<file path="config.mk">
export PLATFORM = sky130hd
export DESIGN_NAME = tl_cntr_w_left
export DESIGN_NICKNAME = d
export VERILOG_FILES = /design/src/rtl/tl_cntr_w_left_pkg.sv /design/src/rtl/tl_cntr_w_left_dff_r.sv /design/src/rtl/tl_cntr_w_left.sv
export SDC_FILE = /design/constraint.sdc
export NUM_CORES = 1
export LEC_CHECK = 0
export CAP_MARGIN = 0
export CORE_AREA = 2 2 39 41
export CTS_BUF_LIST = sky130_fd_sc_hd__clkbuf_16
export DETAILED_ROUTE_END_ITERATION = 10
export DIE_AREA = 0 0 41 43
export PLACE_DENSITY = 0.47
export SYNTH_ARGS = -nofsm -noshare
export SYNTH_HDL_FRONTEND = slang
export SYNTH_SLANG_ARGS = --single-unit
</file>
<file path="constraint.sdc">
create_clock -name clk -period 2.85 [get_ports clk]
set_input_delay 0.285 -clock clk [delete_from_list [all_inputs] [get_ports clk]]
set_output_delay 0.285 -clock clk [all_outputs]
set_load 0.05 [all_outputs]
</file>
<file path="src/rtl/tl_cntr_w_left_pkg.sv">
// Shared constants for the two-road traffic-light controller with left-turn phases.
// Light codes and the binary state numbering used by the controller and its bench.
package tl_cntr_w_left_pkg;

    localparam int unsigned StateW = 3;
    localparam int unsigned LightW = 2;

    localparam logic [LightW-1:0] Green  = 2'b00;
    localparam logic [LightW-1:0] Yellow = 2'b01;
    localparam logic [LightW-1:0] Red    = 2'b10;
    localparam logic [LightW-1:0] Left   = 2'b11;

    typedef enum logic [StateW-1:0] {
        S0 = 3'b000,
        S1 = 3'b001,
        S2 = 3'b010,
        S3 = 3'b011,
        S4 = 3'b100,
        S5 = 3'b101,
        S6 = 3'b110,
        S7 = 3'b111
    } state_e;

endpackage

</file>
<file path="src/rtl/tl_cntr_w_left_dff_r.sv">
// Single-bit D flip-flop with asynchronous active-high reset to 0.
module tl_cntr_w_left_dff_r (
    input  logic clk_i,
    input  logic rst_i,
    input  logic d_i,
    output logic q_o
);

    always_ff @(posedge clk_i or posedge rst_i) begin
        if (rst_i) begin
            q_o <= 1'b0;
        end else begin
            q_o <= d_i;
        end
    end

endmodule

</file>
<file path="src/rtl/tl_cntr_w_left.sv">
// Moore traffic-light controller, roads A and B each with a left-turn phase.
// Structural: three async-reset flops plus gate-level next-state and light equations.
module tl_cntr_w_left
    import tl_cntr_w_left_pkg::*;
(
    input  logic              clk,
    input  logic              reset_n,
    input  logic              Ta,
    input  logic              Tb,
    input  logic              Tal,
    input  logic              Tbl,
    output logic [LightW-1:0] La,
    output logic [LightW-1:0] Lb
);

    logic [StateW-1:0] state_q;
    logic [StateW-1:0] state_d;
    logic              sense;

    // Even states hold on the sensor picked by state[2:1]; odd states are yellow and
    // simply advance, so the whole cycle is a counter that stalls on even codes.
    always_comb begin
        sense = (~state_q[2] & ~state_q[1] & Ta)  |
                (~state_q[2] &  state_q[1] & Tal) |
                ( state_q[2] & ~state_q[1] & Tb)  |
                ( state_q[2] &  state_q[1] & Tbl);

        state_d[0] = ~state_q[0] & ~sense;
        state_d[1] = state_q[1] ^ state_q[0];
        state_d[2] = state_q[2] ^ (state_q[1] & state_q[0]);
    end

    for (genvar i = 0; i < StateW; i++) begin : g_state
        tl_cntr_w_left_dff_r u_dff (
            .clk_i(clk),
            .rst_i(reset_n),
            .d_i  (state_d[i]),
            .q_o  (state_q[i])
        );
    end

    // Road A is active in S0..S3, road B in S4..S7; the inactive road is always RED.
    always_comb begin
        La[1] =  state_q[2] | (state_q[1] & ~state_q[0]);
        La[0] = ~state_q[2] & (state_q[1] | state_q[0]);
        Lb[1] = ~state_q[2] | (state_q[1] & ~state_q[0]);
        Lb[0] =  state_q[2] & (state_q[1] | state_q[0]);
    end

endmodule

</file>
[After elaboration in Yosys (flattened, before gate mapping)]
Index checks and enable logic that the tools add are counted.
Cells by class
  bitwise logic cells: 25
Operator list (number)
  $and 1x1->1: 13
  $or 1x1->1: 6
  $not 1->1: 4
  $xor 1x1->1: 2
Storage, ports and cells
  register bits after elaboration: 3
  bits of input ports: 6
  output and inout bits: 4
  logic and storage cells: 28

[Longest topological paths before layout]
Gate-level depths: netlist of the first run.
  depth after elaboration: 8
  mapped depth: 3

[Hierarchy]
From an unflattened synthesis of the first run, not the netlist that was laid out.
Unflattened totals
  cells, all modules: 18
  area, all modules: 190.2 um2
Modules (own cells, without submodules)
  tl_cntr_w_left: instances 1, cells an instance 12, area an instance 103.8 um2, seq. area each 0.0 um2
  tl_cntr_w_left_dff_r: instances 3, cells an instance 2, area an instance 28.8 um2, seq. area each 25.0 um2

[Worst setup path before layout of the first run]
Ideal clock, no wire load.
  kind: register -> output
  start point: register g_state[1].u_dff.q_o
  end point: output Lb[0]
  arrival: 1.315 ns
  data required time: 2.565 ns
  slack: 1.250 ns
  stages on the path, launching flop included: 4
  buffers on the path: 0
  cell sequence: dfrtp_1 inv_1 ha_1 nor2b_1
On the way
  word-level cells in the longest chain between the ends: 2
Ends and longest elaborated chain
  start, declared: line tl_cntr_w_left_dff_r.sv:6  | output logic q_o
  start signal, assigned: line tl_cntr_w_left_dff_r.sv:13  | q_o <= d_i;
  $or 1x1->1: line tl_cntr_w_left.sv:47  | Lb[0] = state_q[2] & (state_q[1] | state_q[0]);
  $and 1x1->1: line tl_cntr_w_left.sv:47
  end, declared: line tl_cntr_w_left.sv:13  | output logic [LightW-1:0] Lb
No other way between the ends.

[Worst setup path after layout of the first run]
  start point: register g_state[0].u_dff.q_o
  end point: output La[1]
On the way
  word-level cells in the longest chain between the ends: 3
Ends and longest elaborated chain
  start, declared: line tl_cntr_w_left_dff_r.sv:6
  start signal, assigned: line tl_cntr_w_left_dff_r.sv:13
  $not 1->1: line tl_cntr_w_left.sv:44  | La[1] = state_q[2] | (state_q[1] & ~state_q[0]);
  $and 1x1->1: line tl_cntr_w_left.sv:44
  $or 1x1->1: line tl_cntr_w_left.sv:44
  end, declared: line tl_cntr_w_left.sv:12  | output logic [LightW-1:0] La,
No other way between the ends.

==> flow_metrics.tcl, run 1 <==
set metrics [dict create \
    status "finished clean" \
    routed_wl_um 437 \
    nets 39 \
    crit_family "buffers and inverters" \
    initial_core_util_pct 13.1 \
    ys_ff_latch 3 \
    finClkSkew_ns 0.00389 \
    crit_chain "inv_1, ha_1, or2_2, clkdlybuf4s50_1" \
    grt_pass1_wl_um 724 \
    postCtsHoldBufs 0 \
    layout_commonest_cell "clkdlybuf4s50_1" \
    worst_slew_pin_slew_ns 0.495 \
    layout-drive-gt1-share_pct 17.2 \
    avgSynthCellArea_um2 11.3 \
    cts-resized-gates 0 \
    die_h_um 43 \
    clock_latency_ns 0.22 \
    dieArea_um2 1760 \
    cts_setup_buffers 0 \
    yosysUniqueCellTypes 9 \
    fin_crit_ns 2.09 \
    hold_viol 0 \
    r2r_slack_ns 1.74 \
    grt_use_total_pct 7.06 \
    ys.warnings.count 0 \
    critPathMaxFanout 3 \
    largest_reg_flops 3 \
    grt_max_degree 7 \
    dr.pass1.iters 1 \
    multiInputGateArea_um2 95.1 \
    drv_slew 0 \
    cts_tree "built" \
    maxCapViolations 0 \
    cp-start-kind "flop" \
    reg.largest.list "g_state.u_dff.q_o: 3 flops" \
    top_register "g_state.u_dff.q_o" \
    antenna_found_initial 0 \
    layout_common_cells "9 x clkdlybuf4s50_1, 4 x inv_1, 3 x ha_1, 3 x clkbuf_16, 3 x dfrtp_1" \
    max_freq_mhz 478 \
    netlist_area_um2 181 \
    core_um2 1380 \
    wl_per_cell_um 9.71 \
    finalNonFillerCells 45 \
    fin_tns_setup_ns 0 \
    fillCellCount 146 \
    critical_path.slowest_cell "clkdlybuf4s50_1" \
    routed_via_density 3.40 \
    htreeDepth 1 \
    rsz0062_at_grt "no" \
    path_buf_inv 2 \
    vias 153 \
    slew_headroom_pct 66.9 \
    antenna_left 0 \
    hpwl_um 333 \
    arrival_ns 1.81 \
    area_growth_pct 104 \
    grt-ovfl-total 0 \
    hold_class "input port to asynchronous set/reset pin" \
    synthCells 16 \
    crit_type "flop to output pin" \
    globalplace.congestion 0.602 \
    clock_path_buffers 2 \
    cts-root-buf "clkbuf_16" \
    antenna_cells 0 \
    die_w_um 41 \
    synthesis.nets 25 \
    numPortBuffers 9 \
    placedCellCount 41 \
    cts.sinks 3 \
    rows 14 \
    setup_violations 0 \
    grt_pass1_vias 185 \
    crit_path_end_kind "output pin" \
    setup_slack_ns 0.757 \
    cpPeakStageDelay_ns 0.70 \
    dp_slack_ns 0.983 \
    ys_seq_area_share_pct 41.4 \
    numCtsBuffers 3 \
    clkTransAtPathRegs_ns 0.03 \
    seq_area_um2 75.1 \
    first_iter_violations 0 \
    hold_ws_ns 0.237 \
    io_pins 10 \
    drc 0 \
    fin_crit_sh_pct 73.4 \
    cp.required_ns 2.57 \
]
-- path summary, 6_finish.rpt --
check,startpoint,endpoint,cells past startpoint
min,reset_n,g_state[2].u_dff.q_o,2
max reg2reg,g_state[1].u_dff.q_o,g_state[0].u_dff.q_o,2
min reg2reg,g_state[0].u_dff.q_o,g_state[0].u_dff.q_o,1
max in group asynchronous,reset_n,g_state[0].u_dff.q_o,2
max,g_state[0].u_dff.q_o,La[1],4
min in group clk,g_state[0].u_dff.q_o,g_state[0].u_dff.q_o,1
-- metal layers --
metal	track usage [%]	vias to the layer above	routed length (um)
met2	8.13	12	183
met1	7.17	67	176
li1	-	74	-
met4	8.00	0	0
met5	0	-	0
met3	5.24	0	78
-- cell type report --
| class | count | area share (%) |
|---|---|---|
| clock buffers | 3 | 20.3 |
| clock inverters | 1 | 1.01 |
| repair buffers | 9 | 24.3 |
| inverters | 3 | 3.04 |
| well taps | 16 | 5.41 |
| flip-flops and latches | 3 | 20.3 |
| multi-input cells | 10 | 25.7 |
-- metrics by stage --
| step | cell area, um^2 | util [%] |
|---|---|---|
| after detailed placement | 292 | 21.1 |
| after floorplan | 181 | - |
| after global placement | 292 | 21.1 |
| final | 370 | 26.8 |
| after global routing | 370 | 26.8 |
| after CTS | 370 | 26.8 |
-- cell usage after synthesis --
cell	instances	share of area, %
ha_1	3	21
dfrtp_1	3	41
or2_2	1	3.5
inv_1	3	6.2
nor2_1	2	4.1
nor2b_1	1	3.5
mux4_2	1	12
nand2b_1	1	3.5
xor2_1	1	4.8
-- cells by family (layout without fill, tap and decap cells) --
kind of cell,after synthesis,count (layout),share of synthesized area (%)
AND/OR/NAND/NOR,5,5,14.5
buffers and inverters,3,16,6.21
flip-flops,3,3,41.4
multiplexers,1,1,12.4
adder cells (fa/ha/maj),3,3,20.7
XOR/XNOR,1,1,4.83
-- worst reg2reg max path: stages, from the launching register on --
cell and delay [ns]:
dfrtp_1 0.40, mux4_2 0.52, nor2_1 0.11
Power of run 1 is not shown: default switching activity piles up to over one toggle a cycle in this logic, so the estimate is an artifact.
==> inputs of run 2 (changes only) <==
PLACE_DENSITY = 0.48   (was 0.47)
clock period = 1.8 ns   (was 2.85 ns; I/O delays follow)
==> run 2 against run 1 <==
Net effect: sequential share of layout area shrank 0.79 points; first-iteration DRC count did not move; non-clock buffer count did not move; critical endpoint unchanged; largest cell class is now non-clock buffers.
==> flow_metrics.tcl, run 2 (synthesis gave the netlist of run 1 again) <==
set metrics [dict create \
    cts_setup_buffers 0 \
    fillCellCount 141 \
    maxCapViolations 0 \
    critPathLaunch "g_state[0].u_dff.q_o" \
    dr.pass1.iters 1 \
    io_pins 10 \
    fin_crit_sh_pct 82.7 \
    cts-root-buf "clkbuf_16" \
    drc 0 \
    arrival_ns 1.31 \
    wl_per_cell_um 9.93 \
    crit_path_end_kind "output pin" \
    layout-drive-gt1-share_pct 31.0 \
    core_um2 1380 \
    routed_wl_um 447 \
    hold_viol 0 \
    hold_class "input port to asynchronous set/reset pin" \
    antenna_left 0 \
    top_usage_layer "met4" \
    clock_latency_ns 0.22 \
    cp.required_ns 1.62 \
    seq_area_um2 75.1 \
    postCtsHoldBufs 0 \
    die_w_um 41 \
    clkTransAtPathRegs_ns 0.03 \
    layout_common_cells "5 x clkdlybuf4s50_1, 4 x inv_1, 3 x ha_1, 3 x clkbuf_16, 3 x dfrtp_1" \
    numPortBuffers 9 \
    first_iter_violations 0 \
    crit_type "flop to output pin" \
    fin_crit_ns 1.49 \
    r2r_slack_ns 0.71 \
    clock_path_buffers 2 \
    reg2reg_depth 2 \
    antenna_found_initial 0 \
    grt_use_total_pct 6.75 \
    finClkSkew_ns 0.000559 \
    vias 154 \
    layout_commonest_cell "clkdlybuf4s50_1" \
    cpPeakStageDelay_ns 0.36 \
    cp-start-kind "flop" \
    reg2reg_from "g_state[1].u_dff.q_o" \
    cp.depth 4 \
    top_register "g_state.u_dff.q_o" \
    max_freq_mhz 671 \
    dp_slack_ns 0.538 \
    cts_tree "built" \
    rsz0062_at_grt "no" \
    critPathMaxFanout 3 \
    slew_headroom_pct 85.9 \
    crit_family "flip-flops" \
    setup_slack_ns 0.311 \
    grt_pass1_wl_um 655 \
    grt-ovfl-total 0 \
    crit_end "La[1]" \
    dieArea_um2 1760 \
    setup_violations 0 \
    use_met2_pct 6.25 \
    path_buf_inv 2 \
    area_growth_pct 112 \
    htreeDepth 1 \
    drv_slew 0 \
    critical_path.slowest_cell "dfrtp_1" \
    grt_pass1_vias 158 \
    grt_use_met3_pct 4.71 \
    status "finished clean" \
    fin_tns_setup_ns 0 \
    globalplace.congestion 0.632 \
    cts.sinks 3 \
    nets 39 \
    cts-resized-gates 0 \
    reg.largest.list "g_state.u_dff.q_o: 3 flops" \
    die_h_um 43 \
    multiInputGateArea_um2 95.1 \
    met1_usage_pct 7.49 \
    rows 14 \
    crit_chain "inv_1, ha_1, or2_2, buf_4" \
    grt_max_degree 7 \
    r2r-end "g_state[0].u_dff.q_o" \
    antenna_cells 0 \
    initial_core_util_pct 13.1 \
    largest_reg_flops 3 \
    worst_slew_pin_slew_ns 0.210 \
    routed_via_density 3.42 \
    numCtsBuffers 3 \
]
-- run 2: cell count changes in the layout (fill, tap and decap cells not counted) --
cell             previous run  this run
buf_12                      0         2
clkdlybuf4s50_1             9         5
buf_4                       0         2
-- run 2: per-layer routing --
layer / part of all wire (%) / wire length [um]
met4: 4.7 / 21
met5: 0 / 0
met2: 35 / 156
met3: 15 / 66
met1: 45 / 203
-- run 2: layout make-up --
type | count | share of cell area (%)
multi-input combinational | 10 | 24.7
tap | 16 | 5.19
timing repair buffer | 9 | 27.3
inverter | 3 | 2.92
sequential | 3 | 19.5
clock inverter | 1 | 0.974
clock buffer | 3 | 19.5
-- run 2: worst min path at each step --
stage,startpoint,to,slack (ns)
3_3_place_gp,reset_n,g_state[0].u_dff.q_o,0.37
2_1_floorplan,reset_n,g_state[0].u_dff.q_o,-0.07
4_1_cts,reset_n,g_state[0].u_dff.q_o,0.15
3_5_place_dp,reset_n,g_state[0].u_dff.q_o,0.38
6_report,reset_n,g_state[0].u_dff.q_o,0.14
5_1_grt,reset_n,g_state[0].u_dff.q_o,0.16
-- run 2: metrics by stage --
stage	area [um^2]	hold slack (ns)	utilization (%)	instances
finish	385	0.143	27.8	45
global route	385	0.157	27.8	45
CTS	385	0.149	27.8	45
detailed placement	307	0.377	22.2	41
global placement	307	0.368	22.2	41
floorplan	181	-0.0664	-	16
-- run 2: worst reg2reg max path, delay by kind of cell, from the launching register on --
| family | cells | cell delay, ns |
|---|---|---|
| and+or+nand+nor | 1 | 0.10 |
| DFF | 1 | 0.40 |
| muxes | 1 | 0.52 |
Power of run 2 is left out for the same reason.
